**src/rtl/amp_gain_seq_pkg.sv**
```systemverilog
// Shared types and helpers for the amplifier power/gain sequencer.
package amp_gain_seq_pkg;

  typedef enum logic [2:0] {
    StOff      = 3'd0,
    StWake     = 3'd1,
    StRamp     = 3'd2,
    StOn       = 3'd3,
    StRampDown = 3'd4
  } amp_state_e;

  // Counter width able to hold the larger of the two interval lengths.
  function automatic int unsigned timer_width(input int unsigned a, input int unsigned b);
    int unsigned m;
    m = (a > b) ? a : b;
    return $clog2(m + 1);
  endfunction

endpackage

```
**src/rtl/amp_gain_seq_if.sv**
```systemverilog
// Target-gain handshake between config logic (master) and the sequencer (slave).
interface amp_gain_seq_if #(
  parameter int unsigned NCH    = 1,
  parameter int unsigned GAIN_W = 2
);
  logic                    cfg_valid;
  logic [NCH*GAIN_W-1:0]   cfg_gain;
  logic                    cfg_ready;

  modport master (output cfg_valid, output cfg_gain, input cfg_ready);
  modport slave  (input cfg_valid, input cfg_gain, output cfg_ready);
endinterface

```
**src/rtl/amp_gain_seq_timer.sv**
```systemverilog
// Loadable down-counter that parks at zero; expired_o flags the zero count.
module amp_gain_seq_timer #(
  parameter int unsigned Width = 8
) (
  input  logic             clk_i,
  input  logic             rst_ni,
  input  logic             load_i,
  input  logic [Width-1:0] load_val_i,
  output logic             expired_o
);

  logic [Width-1:0] count_q, count_d;

  always_comb begin
    count_d = count_q;
    if (load_i) begin
      count_d = load_val_i;
    end else if (count_q != '0) begin
      count_d = count_q - Width'(1);
    end
  end

  always_ff @(posedge clk_i or negedge rst_ni) begin
    if (!rst_ni) begin
      count_q <= '0;
    end else begin
      count_q <= count_d;
    end
  end

  assign expired_o = (count_q == '0);

endmodule

```
**src/rtl/amp_gain_sequencer.sv**
```systemverilog
// Shutdown release, settling delay and pop-free gain ramping for PmodAMP2-class amps.
// AMP_GAIN_SEQ_RAMP_EN: step gains one LSB per interval; undefined jumps straight to target/0.
module amp_gain_sequencer
  import amp_gain_seq_pkg::*;
#(
  parameter int unsigned NCH            = 1,
  parameter int unsigned GAIN_W         = 2,
  parameter int unsigned STARTUP_CYCLES = 100000,
  parameter int unsigned STEP_CYCLES    = 1000,
  parameter int unsigned DEFAULT_GAIN   = 1
) (
  input  logic                  clk,
  input  logic                  rst_n,
  input  logic                  enable,
  amp_gain_seq_if.slave         cfg,
  output logic [NCH*GAIN_W-1:0] gain,
  output logic                  sd_n,
  output logic                  busy,
  output logic [2:0]            state
);

  localparam int unsigned TimerW = timer_width(STARTUP_CYCLES, STEP_CYCLES);
  localparam logic [TimerW-1:0] StartLoad = TimerW'(STARTUP_CYCLES - 1);
  localparam logic [TimerW-1:0] StepLoad  = TimerW'(STEP_CYCLES - 1);
  localparam logic [NCH-1:0][GAIN_W-1:0] TgtRst = {NCH{GAIN_W'(DEFAULT_GAIN)}};

  amp_state_e                   state_q, state_d;
  logic [NCH-1:0][GAIN_W-1:0]   gain_q, gain_d;
  logic [NCH-1:0][GAIN_W-1:0]   tgt_q, tgt_d;
  logic                         sd_n_q, sd_n_d;
  logic                         cfg_ready;
  logic                         accept;
  logic                         tmr_load;
  logic [TimerW-1:0]            tmr_val;
  logic                         tmr_exp;

`ifdef AMP_GAIN_SEQ_RAMP_EN
  // Moves one LSB toward tgt and never passes it, so the code cannot wrap.
  function automatic logic [GAIN_W-1:0] step_toward(input logic [GAIN_W-1:0] cur,
                                                    input logic [GAIN_W-1:0] tgt);
    if (cur < tgt) return cur + GAIN_W'(1);
    if (cur > tgt) return cur - GAIN_W'(1);
    return cur;
  endfunction
`endif

  amp_gain_seq_timer #(
    .Width (TimerW)
  ) u_timer (
    .clk_i      (clk),
    .rst_ni     (rst_n),
    .load_i     (tmr_load),
    .load_val_i (tmr_val),
    .expired_o  (tmr_exp)
  );

  assign cfg_ready     = (state_q == StOff) || (state_q == StOn);
  assign cfg.cfg_ready = cfg_ready;
  assign accept        = cfg.cfg_valid & cfg_ready;

  always_comb begin
    state_d  = state_q;
    gain_d   = gain_q;
    tgt_d    = tgt_q;
    sd_n_d   = sd_n_q;
    tmr_load = 1'b0;
    tmr_val  = StepLoad;

    if (accept) tgt_d = cfg.cfg_gain;

    unique case (state_q)
      StOff: begin
        sd_n_d = 1'b0;
        gain_d = '0;
        if (enable) begin
          state_d  = StWake;
          sd_n_d   = 1'b1;
          tmr_load = 1'b1;
          tmr_val  = StartLoad;
        end
      end
      StWake: begin
        if (!enable) begin
          state_d = StOff;
          sd_n_d  = 1'b0;
        end else if (tmr_exp) begin
          state_d  = StRamp;
          tmr_load = 1'b1;
        end
      end
      StRamp: begin
        // Disable keeps the running interval; ramp-down continues from current gains.
        if (!enable) begin
          state_d = StRampDown;
        end else if (gain_q == tgt_q) begin
          state_d = StOn;
        end else begin
`ifdef AMP_GAIN_SEQ_RAMP_EN
          if (tmr_exp) begin
            for (int i = 0; i < NCH; i++) gain_d[i] = step_toward(gain_q[i], tgt_q[i]);
            tmr_load = 1'b1;
          end
`else
          gain_d = tgt_q;
`endif
        end
      end
      StOn: begin
        if (!enable) begin
          state_d  = StRampDown;
          tmr_load = 1'b1;
        end else if (accept && (tgt_d != gain_q)) begin
          state_d  = StRamp;
          tmr_load = 1'b1;
        end
      end
      StRampDown: begin
`ifdef AMP_GAIN_SEQ_RAMP_EN
        if (tmr_exp) begin
          for (int i = 0; i < NCH; i++) gain_d[i] = step_toward(gain_q[i], '0);
          tmr_load = 1'b1;
        end
`else
        gain_d = '0;
`endif
        // Shutdown lands on the same edge as the final zero gain.
        if (gain_d == '0) begin
          state_d = StOff;
          sd_n_d  = 1'b0;
        end
      end
      default: begin
        state_d = StOff;
        sd_n_d  = 1'b0;
        gain_d  = '0;
      end
    endcase
  end

  always_ff @(posedge clk or negedge rst_n) begin
    if (!rst_n) begin
      state_q <= StOff;
      gain_q  <= '0;
      tgt_q   <= TgtRst;
      sd_n_q  <= 1'b0;
    end else begin
      state_q <= state_d;
      gain_q  <= gain_d;
      tgt_q   <= tgt_d;
      sd_n_q  <= sd_n_d;
    end
  end

  assign gain  = gain_q;
  assign sd_n  = sd_n_q;
  assign busy  = (state_q == StWake) || (state_q == StRamp) || (state_q == StRampDown);
  assign state = state_q;

endmodule
```
**src/flat_wrapper.sv**
```systemverilog
// flat-port wrapper written by rule: the top's interface ports become plain ports
module amp_gain_sequencer_flat import amp_gain_seq_pkg::*;
#(
  parameter int unsigned NCH            = 1,
  parameter int unsigned GAIN_W         = 2,
  parameter int unsigned STARTUP_CYCLES = 100000,
  parameter int unsigned STEP_CYCLES    = 1000,
  parameter int unsigned DEFAULT_GAIN   = 1
)
  (clk, rst_n, enable, gain, sd_n, busy, state, cfg_cfg_valid, cfg_cfg_gain, cfg_cfg_ready);
  amp_gain_seq_if #(.NCH(NCH), .GAIN_W(GAIN_W)) cfg_i ();
  input  logic clk;
  input  logic rst_n;
  input  logic enable;
  output logic [NCH*GAIN_W-1:0] gain;
  output logic sd_n;
  output logic busy;
  output logic [2:0] state;
  input wire logic [$bits(cfg_i.cfg_valid)-1:0] cfg_cfg_valid;
  input wire logic [$bits(cfg_i.cfg_gain)-1:0] cfg_cfg_gain;
  output wire logic [$bits(cfg_i.cfg_ready)-1:0] cfg_cfg_ready;
  assign cfg_i.cfg_valid = cfg_cfg_valid;
  assign cfg_i.cfg_gain = cfg_cfg_gain;
  assign cfg_cfg_ready = cfg_i.cfg_ready;
  amp_gain_sequencer #(.NCH(NCH), .GAIN_W(GAIN_W), .STARTUP_CYCLES(STARTUP_CYCLES), .STEP_CYCLES(STEP_CYCLES), .DEFAULT_GAIN(DEFAULT_GAIN)) u_core (.clk(clk), .rst_n(rst_n), .enable(enable), .cfg(cfg_i), .gain(gain), .sd_n(sd_n), .busy(busy), .state(state));
endmodule
```
**config.mk**
```make
export PLATFORM = sky130hd
export DESIGN_NAME = amp_gain_sequencer_flat
export DESIGN_NICKNAME = d
export VERILOG_FILES = /design/src/rtl/amp_gain_seq_pkg.sv /design/src/rtl/amp_gain_seq_if.sv /design/src/rtl/amp_gain_seq_timer.sv /design/src/rtl/amp_gain_sequencer.sv /design/src/flat_wrapper.sv
export SDC_FILE = /design/constraint.sdc
export NUM_CORES = 1
export LEC_CHECK = 0
export ABC_AREA = 1
export BUFFER_PORTS_ARGS = -buffer_cell sky130_fd_sc_hd__buf_2
export CORE_MARGIN = 5
export CORE_UTILIZATION = 25
export DETAILED_ROUTE_END_ITERATION = 12
export REMOVE_ABC_BUFFERS = 1
export SLEW_MARGIN = 20
export SYNTH_ARGS = -nofsm -noshare
export SYNTH_HDL_FRONTEND = slang
export SYNTH_SLANG_ARGS = --single-unit
```
**constraint.sdc**
```tcl
create_clock -name clk -period 1.83 [get_ports clk]
set_input_delay 0.0915 -clock clk [delete_from_list [all_inputs] [get_ports clk]]
set_output_delay 0.0915 -clock clk [all_outputs]
set_load 0.01 [all_outputs]
```
==> results.txt, run 1 <==
The filler-free cell count of the finished design is 325. Summed over all nets, wire length on met3 after detailed routing comes to 205 µm. The worst hold path begins at enable.

The synthesized-area fraction occupied by ao, oa, aoi and oai cells came out at 7.211%. The count of standard-cell rows came out at 29. The number of synthesized flops with an enable pin is 0. In the synthesized netlist the async set-or-reset flop fraction comes to 100.0%.

The detailed router finished its first iteration with 108 violations. The total of flip-flops plus latches after synthesis is 25. The post-layout total power is 2.727 mW.

The switching share of power is 45.71%. The total via count after detailed routing came out at 1484. Setup repair after global routing could not meet its margin everywhere.

The total area inside the core boundary comes to 6241 µm². The category of the most critical setup path is register to register. OpenSTA, run right after detailed placement, puts the worst setup slack at 16.64 ps. The number of pins exceeding their max-slew limit in the final report came out at 0. Data arrives at the worst endpoint at 1980 ps. The part of the power in the clock network is 12.6%. The setup slack on the worst flop-to-flop path came out at 30 ps.

The clock reaches the later pin of the worst-skew pair after 270 ps. Summed over all nets, the switching power comes to 1.247 mW. The clock period minus final worst setup slack came out at 1799 ps. The synthesized area came out at 1579 µm². The overall die area came out at 8006 µm². After detailed routing, the number of vias per cell comes to 4.566. The count of H-tree levels built during CTS is 1. The instance count after placement with tap cells included came out at 304.

The via count of the first global-routing pass came out at 1325. The layout net count came out at 257. At the end of routability-driven placement, the weighted congestion stood at 0.9088. The internal power of the cells totals 1.480 mW. The total count of hold-check failures in the final report came out at 0.

Measured against its own limit, the worst slew margin works out to 59.57%. Clock-pin slew was measured on the worst setup and hold paths at 90 ps. The share of synthesized area occupied by flip-flops and latches came out at 39.70%. The number of top-level design ports came out at 14. The path with the worst hold slack has its endpoint at u_core.state[2]. The number of distinct library cell variants in the gate-level netlist after synthesis came out at 28.

Routed signal wires occupy layers up through met4. The count of yosys warnings during synthesis came out at 0. The largest net degree at the start of global routing came out at 26. The data required time of the worst path came out at 2010 ps. The all-layer global routing usage came out at 9.768%. The ratio of final minimum period to clock period is 98.30%. The count of maximum capacitance violations came out at 0.

The buffer levels on the longest clock path is 2. The number of clock buffers inserted by TritonCTS came out at 3. The final setup violation count is 0. After Yosys synthesis, full adders, half adders and majority gates account for 1.585% of the synthesized area. During placement, the flow inserted port buffers numbering 13. The fraction of the mapped netlist area in simple logic gates came out at 37.56%.

In the synthesized netlist the dominant register cell turns out to be sky130_fd_sc_hd__dfrtp_1. The total half-perimeter wirelength after legalization and detailed placement is 2644 µm. The vertical extent of the die came out at 89.48 µm. The total met2 wirelength after detailed routing is 1844 µm. The final critical-path setup slack came out at 31.06 ps. The slew at the pin closest to its max-slew limit is 606.5 ps. The flow ran to the end, and the final reports show no timing, DRC or antenna violations. The source of the worst register-to-register timing path is u_core.u_timer.count_q[8]. In this run the worst path has a maximum fanout of 5. The post-synthesis to final-layout area growth came out at 32.73%. In this run the static leakage power is 0.9866 nW. In the final routed layout, each cell accounts on average for 12.27 µm. The hold-critical path depth is 2.

The wire length on met1 is 1901 µm. In the synthesized netlist, the number of instances is 208. The root buffer cell chosen for the clock tree is sky130_fd_sc_hd__clkbuf_8.

The number of iterations in the first detailed-routing pass is 4. By area, the combinational part of the netlist is dominated by simple AND/OR/NAND/NOR gates. After global routing the overflow that remains totals 0. The synthesized netlist devotes 6.101% of its cell area to XOR and XNOR gates. The maximum clock rate came out at 555.9 MHz.

The largest clock skew in the final design came out at 1.672 ps. Measured in cells, the most critical reg-to-reg path has a length of 8. The type of destination of the critical path is a register. The die is 89.48 µm wide. The combinational share of power is 53.6%.

The worst vdd rail ir drop came out at 839.6 µV. The number of antenna violations at the first check in global routing is 0. In this run the critical register-to-register path is captured at u_core.u_timer.count_q[8]. TritonCTS built the clock tree. Wires add up to 3988 µm. The repair_antennas step left the layout with diodes totalling 0. The worst setup path is launched from a register.

The worst hold path belongs to the class primary input to register. The first-pass GRT wire length is 6092 µm. The portion of netlist area occupied by mux cells is 0%. The number of clock sinks is 25. The layout cell share with drive strength beyond 1 is 31.05%. The initial standard-cell utilization of the core came out at 25.30%. The power density over the cells is 1301 nW/µm².

The detailed-route DRC error count is 0. Of the total power, registers draw 33.8%. A synthesized cell averages 7.591 µm².

The post-detailed-route count of antenna-violating nets came out at 0.
## state kept, by name, indices dropped and copies added, names as in the netlist
name                    flops
u_core.gain                 2
u_core.sd_n                 1
u_core.state                3
u_core.tgt_q                2
u_core.u_timer.count_q     17
## what timing repair did
action	CTS	global route
hold endpoints to repair	24	0
gates resized for setup	0	30
endpoints found under the setup margin	0	14
hold buffers	1	0
buffers inserted	0	15
## power groups by stage
stage / logic (mW) / registers, mW / clock network, mW
6_report: 1.46 / 0.922 / 0.343
5_1_grt: 1.63 / 0.946 / 0.378
4_1_cts: 1.15 / 0.899 / 0.353
3_5_place_dp: 1.14 / 0.911 / 0
3_3_place_gp: 1.15 / 0.913 / 0
2_1_floorplan: 0.838 / 0.896 / 0
## worst max-delay path, cell delays in order (launching register included)
cell                      delay [ps]
sky130_fd_sc_hd__dfrtp_1         440
sky130_fd_sc_hd__nor2_1          130
sky130_fd_sc_hd__nand2_2         110
sky130_fd_sc_hd__nor3_4          240
sky130_fd_sc_hd__nand4_1         140
sky130_fd_sc_hd__nor2_2          130
sky130_fd_sc_hd__nand4_1         180
sky130_fd_sc_hd__and2_4          230
sky130_fd_sc_hd__o21ai_0         100
## worst max-delay path by stage
| stage | cells past startpoint | to | start |
|---|---|---|---|
| after global placement | 13 | u_core.u_timer.count_q[7] | u_core.state[2] |
| after detailed placement | 13 | u_core.u_timer.count_q[7] | u_core.state[2] |
| final | 8 | u_core.u_timer.count_q[8] | u_core.u_timer.count_q[8] |
| after floorplan | 13 | u_core.u_timer.count_q[7] | u_core.state[2] |
| after CTS | 13 | u_core.u_timer.count_q[7] | u_core.state[2] |
| after global routing | 13 | u_core.u_timer.count_q[8] | u_core.state[0] |
## final cells by class
class                      count  area [µm²]
fill                         640        4145
clock inverter                 1       5.005
multi-input combinational    151       965.9
clock buffer                   3       41.29
inverter                      33       126.4
sequential                    25       628.1
tap                           77       96.34
timing repair buffer          35       232.7
## stage by stage
step                      hold WS [ps]  instance area, µm²  util [%]  TNS [ps]
after floorplan                 -204.1                1579         -         0
after CTS                        62.00                1842     29.51         0
final                            106.9                2096     33.58         0
after global placement           132.2                1785     28.61         0
after global routing             104.0                2096     33.58    -540.6
after detailed placement         130.7                1785     28.61         0
## synthesized netlist by cell type, drive strengths merged (2+ instances only)
cell type	count	area, µm²
nand3	17	85.08
nor3	7	51.30
dfrtp	24	600.6
or2	3	18.77
xnor2	4	35.03
inv	33	123.9
o211ai	2	20.02
nand2	41	210.2
o21ai	11	55.05
xor2	7	61.31
nand4	9	62.56
nor2	39	151.4
a21oi	3	15.01
o2111ai	2	17.52
ha	2	25.02
## cells by family after synthesis
kind of cell	Yosys count
AOI/OAI and AO/OA	19
buffers and inverters	33
xor gates and xnor gates	11
and+or+nand+nor	118
adders and majority gates	2
DFF	25
## layout by cell type (no fill, tap or decap), types with 2 or more instances in the layout
master / synthesis / routed
sky130_fd_sc_hd__nand2_8: 1 / 4
sky130_fd_sc_hd__nor3_2: 1 / 2
sky130_fd_sc_hd__or2_1: 3 / 2
sky130_fd_sc_hd__nand4_1: 8 / 8
sky130_fd_sc_hd__a21oi_1: 3 / 2
sky130_fd_sc_hd__ha_1: 2 / 2
sky130_fd_sc_hd__dfrtp_1: 24 / 23
sky130_fd_sc_hd__nand2_2: 4 / 6
sky130_fd_sc_hd__clkbuf_8: 0 / 3
sky130_fd_sc_hd__nor2_4: 0 / 2
sky130_fd_sc_hd__buf_2: 0 / 13
sky130_fd_sc_hd__xnor2_1: 4 / 4
sky130_fd_sc_hd__buf_4: 0 / 21
sky130_fd_sc_hd__xor2_1: 7 / 7
sky130_fd_sc_hd__nor2_1: 37 / 32
sky130_fd_sc_hd__o2111ai_1: 2 / 2
sky130_fd_sc_hd__inv_2: 3 / 2
sky130_fd_sc_hd__nor2_2: 2 / 5
sky130_fd_sc_hd__o21ai_0: 11 / 11
sky130_fd_sc_hd__nand3_1: 17 / 13
sky130_fd_sc_hd__nand3_2: 0 / 3
sky130_fd_sc_hd__nor3_1: 5 / 4
sky130_fd_sc_hd__nand2_4: 4 / 5
sky130_fd_sc_hd__inv_1: 30 / 30
sky130_fd_sc_hd__nand2_1: 32 / 27
## routing by layer
layer | track usage (%) | up-vias
met5 | 0 | -
met4 | 2.571 | 0
met3 | 2.581 | 6
met2 | 14.27 | 46
met1 | 14.21 | 680
li1 | - | 752
Power figures use the tool's default switching activity.
==> run 2, diff against run 1 <==
--- a/config.mk
+++ b/config.mk
@@ -14,4 +14,5 @@
 export SLEW_MARGIN = 20
 export SYNTH_ARGS = -nofsm -noshare
 export SYNTH_HDL_FRONTEND = slang
+export SYNTH_HIERARCHICAL = 1
 export SYNTH_SLANG_ARGS = --single-unit
==> run 2 against run 1 <==
The flow now finishes with violations (setup timing). Global-route usage grew 1.0 points. Synthesized cell count grew 20%. Sequential power grew 9.5%. Clock power is essentially flat. Largest cell class unchanged. Largest power group unchanged.
==> results.txt, run 2 <==
By area the synthesized netlist is led by sky130_fd_sc_hd__dfrtp_1 35%, sky130_fd_sc_hd__nand2_1 16%, sky130_fd_sc_hd__nand3_1 6.9%. The cell sitting at the root of the clock tree is a sky130_fd_sc_hd__clkbuf_8. The maximum clock rate came out at 472.5 MHz. The count of yosys warnings during synthesis came out at 6. The slew at the pin closest to its max-slew limit is 587.4 ps. The maximum fanout along the worst path is 10. The sequential share of power came out at 22.9%. The synthesized area is 1733 µm². The arrival time at the worst endpoint is 2340 ps. Counting flops per register, the top entry is u_core/u_timer/count_q. The number of antenna violations at the first check in global routing is 0. The count of inserted antenna diode cells is 0.

The part of the power in the clock network came out at 7.8%. Along the worst hold path, the cell count comes to 4. The first-pass GRT wire length came out at 7679 µm.

The clock period minus final worst setup slack came out at 2116 ps. The headroom to the max-slew limit is 60.84%. By startpoint and endpoint, the worst setup path is classified as register to register.

The worst hold path terminates at u_core/tgt_q[0]. The post-synthesis average cell area came out at 6.932 µm². The largest clock skew in the final design came out at 3.021 ps. The share of synthesized flip-flops with an asynchronous set or reset is 100.0%. The number of distinct library cell variants in the gate-level netlist after synthesis came out at 31.

The area of the core region came out at 6756 µm². The die covers 8697 µm². The dominant synthesized flop cell is sky130_fd_sc_hd__dfrtp_1. The worst vdd rail ir drop is 941.5 µV.

The count of H-tree levels built during CTS is 1. The power density over the cells is 1699 nW/µm². The clock reaches the later pin of the worst-skew pair after 270 ps.

The final layout contains routed wiring with a total length of 4976 µm. The count of port buffers added during placement came out at 13. The synthesized instance count is 250. The via-per-instance ratio came out at 4.448.

The layout cell share with drive strength beyond 1 came out at 39.10%. The worst register-to-register path ends at u_core/u_timer/count_q[5]. The type of the most critical hold path is primary input to register.

14 I/O pins were placed. The tool flagged a number of max-cap violations equal to 0. The final reports fail on setup timing. The total global routing overflow is 0. By count the netlist is led by 75 x sky130_fd_sc_hd__nand2_1, 30 x sky130_fd_sc_hd__inv_1, 26 x sky130_fd_sc_hd__nor2_1. The pre-antenna-repair detailed-routing pass consisted of 4 iterations.

The worst setup path is captured at a register. The number of clock buffers inserted by TritonCTS is 3. The TritonCTS clock tree is done. The detailed-route DRC error count came out at 0. The number of fillers in the final layout came out at 695. The static power due to leakage is 1.282 nW. The number of pins exceeding their max-slew limit in the final report came out at 0.

The buffer levels on the longest clock path came out at 2. In this run the core area contains 30 standard-cell rows. In the layout the commonest cells are 72 x sky130_fd_sc_hd__nand2_1, 52 x sky130_fd_sc_hd__buf_4, 26 x sky130_fd_sc_hd__inv_1.

The register with the most flip-flops in the layout has 17 of them. The violation count after the first detailed-route iteration is 86. The wire-length estimate of the detail-placed layout is 3219 µm. The via count of the first global-routing pass is 1726. Setup slack on the worst reg-to-reg path comes out at -290 ps.

The die extent in x is 93.26 µm. The post-synthesis to final-layout area growth is 48.88%. For this run, the post-layout net count is 343. The ratio of final minimum period to clock period is 115.6%. The final critical-path setup slack is -286.2 ps.

Entering global routing, the biggest net connects 26 pins. The switching power came out at 1.951 mW. The vertical extent of the die came out at 93.26 µm. The clock transition at the registers of the reported paths is 90 ps. sky130_fd_sc_hd__dfrtp_1 takes more of the synthesized area than any other cell. The path depth of the worst reg2reg path is 17. The worst hold path begins at cfg_cfg_gain[0].

Yosys mapped a number of flops with a built-in enable equal to 0. The share of the core filled with cells in the final layout is 38.19%. Leaving out fill and tap cells, the most frequent cell in the layout is sky130_fd_sc_hd__nand2_1.

The startpoint identified for the worst register-to-register timing path is u_core/state[0]. The initial standard-cell utilization of the core came out at 25.65%. Dividing the detail-routed wire length by the instance count gives 11.99 µm. The post-detailed-route count of antenna-violating nets came out at 0. Setup violations remaining at the end of the flow were counted as 18. The all-layer global routing usage came out at 10.78%. The share of synthesized area occupied by flip-flops and latches came out at 36.17%. The minimum setup slack after placement came out at -323.0 ps.

The total via count after detailed routing is 1846. The last weighted congestion value of the routability-driven placer is 0.8222. In this run, synthesis produced a sequential element count of 25.

Setup repair after global routing could not meet its margin everywhere. The data required time of the worst path is 2060 ps. The kind of launch point of the worst setup path is a register. The fraction of synthesized cell area taken by the top area cell type came out at 34.66%.

The number of clock sinks came out at 25. The switching share of power is 44.50%. The internal portion of the total power is 2.432 mW. The post-layout total power is 4.383 mW. The total count of hold-check failures in the final report came out at 0. The flow ran to the end, but the final reports show violations.

Yosys instantiated no cell more often than sky130_fd_sc_hd__nand2_1. The share of total power dissipated in combinational logic is 69.2%.
[run 2: cell types whose count changed after synthesis, sizes merged, moves of 6 or more]
cell   previous run  this run
a21oi             3        17
nor2             39        32
nor3              7         1
nand3            17        25
nand4             9         1
nand2            41        84
xor2              7         0
[run 2: through the flow]
stage / hold WS, ps / instance area [µm²] / setup TNS, ps / std cells
2_1_floorplan: -204.1 / 1727 / -18470 / 253
3_3_place_gp: 133.4 / 2185 / -2742 / 385
3_5_place_dp: 137.1 / 2185 / -4260 / 385
4_1_cts: 160.3 / 2375 / -3262 / 402
5_1_grt: 169.6 / 2580 / -6934 / 415
6_report: 161.7 / 2580 / -4483 / 415
[run 2: cells by family after synthesis]
group	share of synthesized area, %
AOI/OAI and AO/OA	12.35
xor gates and xnor gates	1.011
adders and majority gates	0.7219
buffers and inverters	9.314
DFF	36.17
other	0.4334
and+or+nand+nor	40.00
[run 2: worst max-delay path by stage]
stage	startpoint	end	slack, ps	cells after the start
2_1_floorplan	u_core/state[0]	u_core/u_timer/count_q[7]	-1150	15
5_1_grt	u_core/state[0]	u_core/u_timer/count_q[5]	-420	17
3_5_place_dp	u_core/state[0]	u_core/u_timer/count_q[4]	-320	16
4_1_cts	u_core/state[0]	u_core/u_timer/count_q[1]	-220	15
6_report	u_core/state[0]	u_core/u_timer/count_q[5]	-290	17
3_3_place_gp	u_core/u_timer/count_q[0]	u_core/u_timer/count_q[4]	-290	13
[run 2: timing repair]
action                                  in CTS  in global routing
pin swaps                                    4                 15
hold buffers                                 2                  0
buffers inserted                            10                 13
cloned                                       1                  3
gates resized for setup                     12                 31
hold endpoints to repair                    25                  0
endpoints found under the setup margin      17                 19
[run 2: final cells by class]
class,count,area (µm²),area share [%]
multi-input cells,195,1067,41.37
well taps,80,100.1,3.880
flip-flops and latches,25,626.9,24.30
clock buffers,3,41.29,1.600
repair inverters,1,16.27,0.6305
clock inverters,1,5.005,0.1940
inverters,33,138.9,5.383
repair buffers,77,584.3,22.65
[run 2: routing by layer]
| metal | global-route usage [%] | wire (µm) |
|---|---|---|
| met1 | 14.84 | 2349 |
| met5 | 0 | 0 |
| met4 | 1.832 | 29 |
| met2 | 17.87 | 2433 |
| met3 | 1.850 | 163 |
[run 2: power by group through the flow]
stage / clock, mW / combinational (mW) / sequential [mW]
floorplan: 0 / 1.36 / 1.04
global placement: 0 / 2.33 / 0.994
detailed placement: 0 / 2.35 / 0.997
CTS: 0.366 / 2.61 / 0.996
global route: 0.375 / 3.33 / 1.04
finish: 0.344 / 3.03 / 1.01
[run 2: worst max-delay path, stage by stage, from the launching register on]
cell and delay, ps:
sky130_fd_sc_hd__dfrtp_1 440, sky130_fd_sc_hd__nor2_2 170, sky130_fd_sc_hd__nand2_2 100, sky130_fd_sc_hd__nand2_4 100, sky130_fd_sc_hd__nand2_4 70, sky130_fd_sc_hd__nand2_1 60
sky130_fd_sc_hd__nand3_1 80, sky130_fd_sc_hd__nand2_1 70, sky130_fd_sc_hd__inv_1 40, sky130_fd_sc_hd__nand2_2 100, sky130_fd_sc_hd__a21oi_4 70, sky130_fd_sc_hd__o21ai_4 210
sky130_fd_sc_hd__buf_4 160, sky130_fd_sc_hd__buf_6 140, sky130_fd_sc_hd__nand2_1 70, sky130_fd_sc_hd__nand2_1 90, sky130_fd_sc_hd__nand2_2 70, sky130_fd_sc_hd__inv_2 40
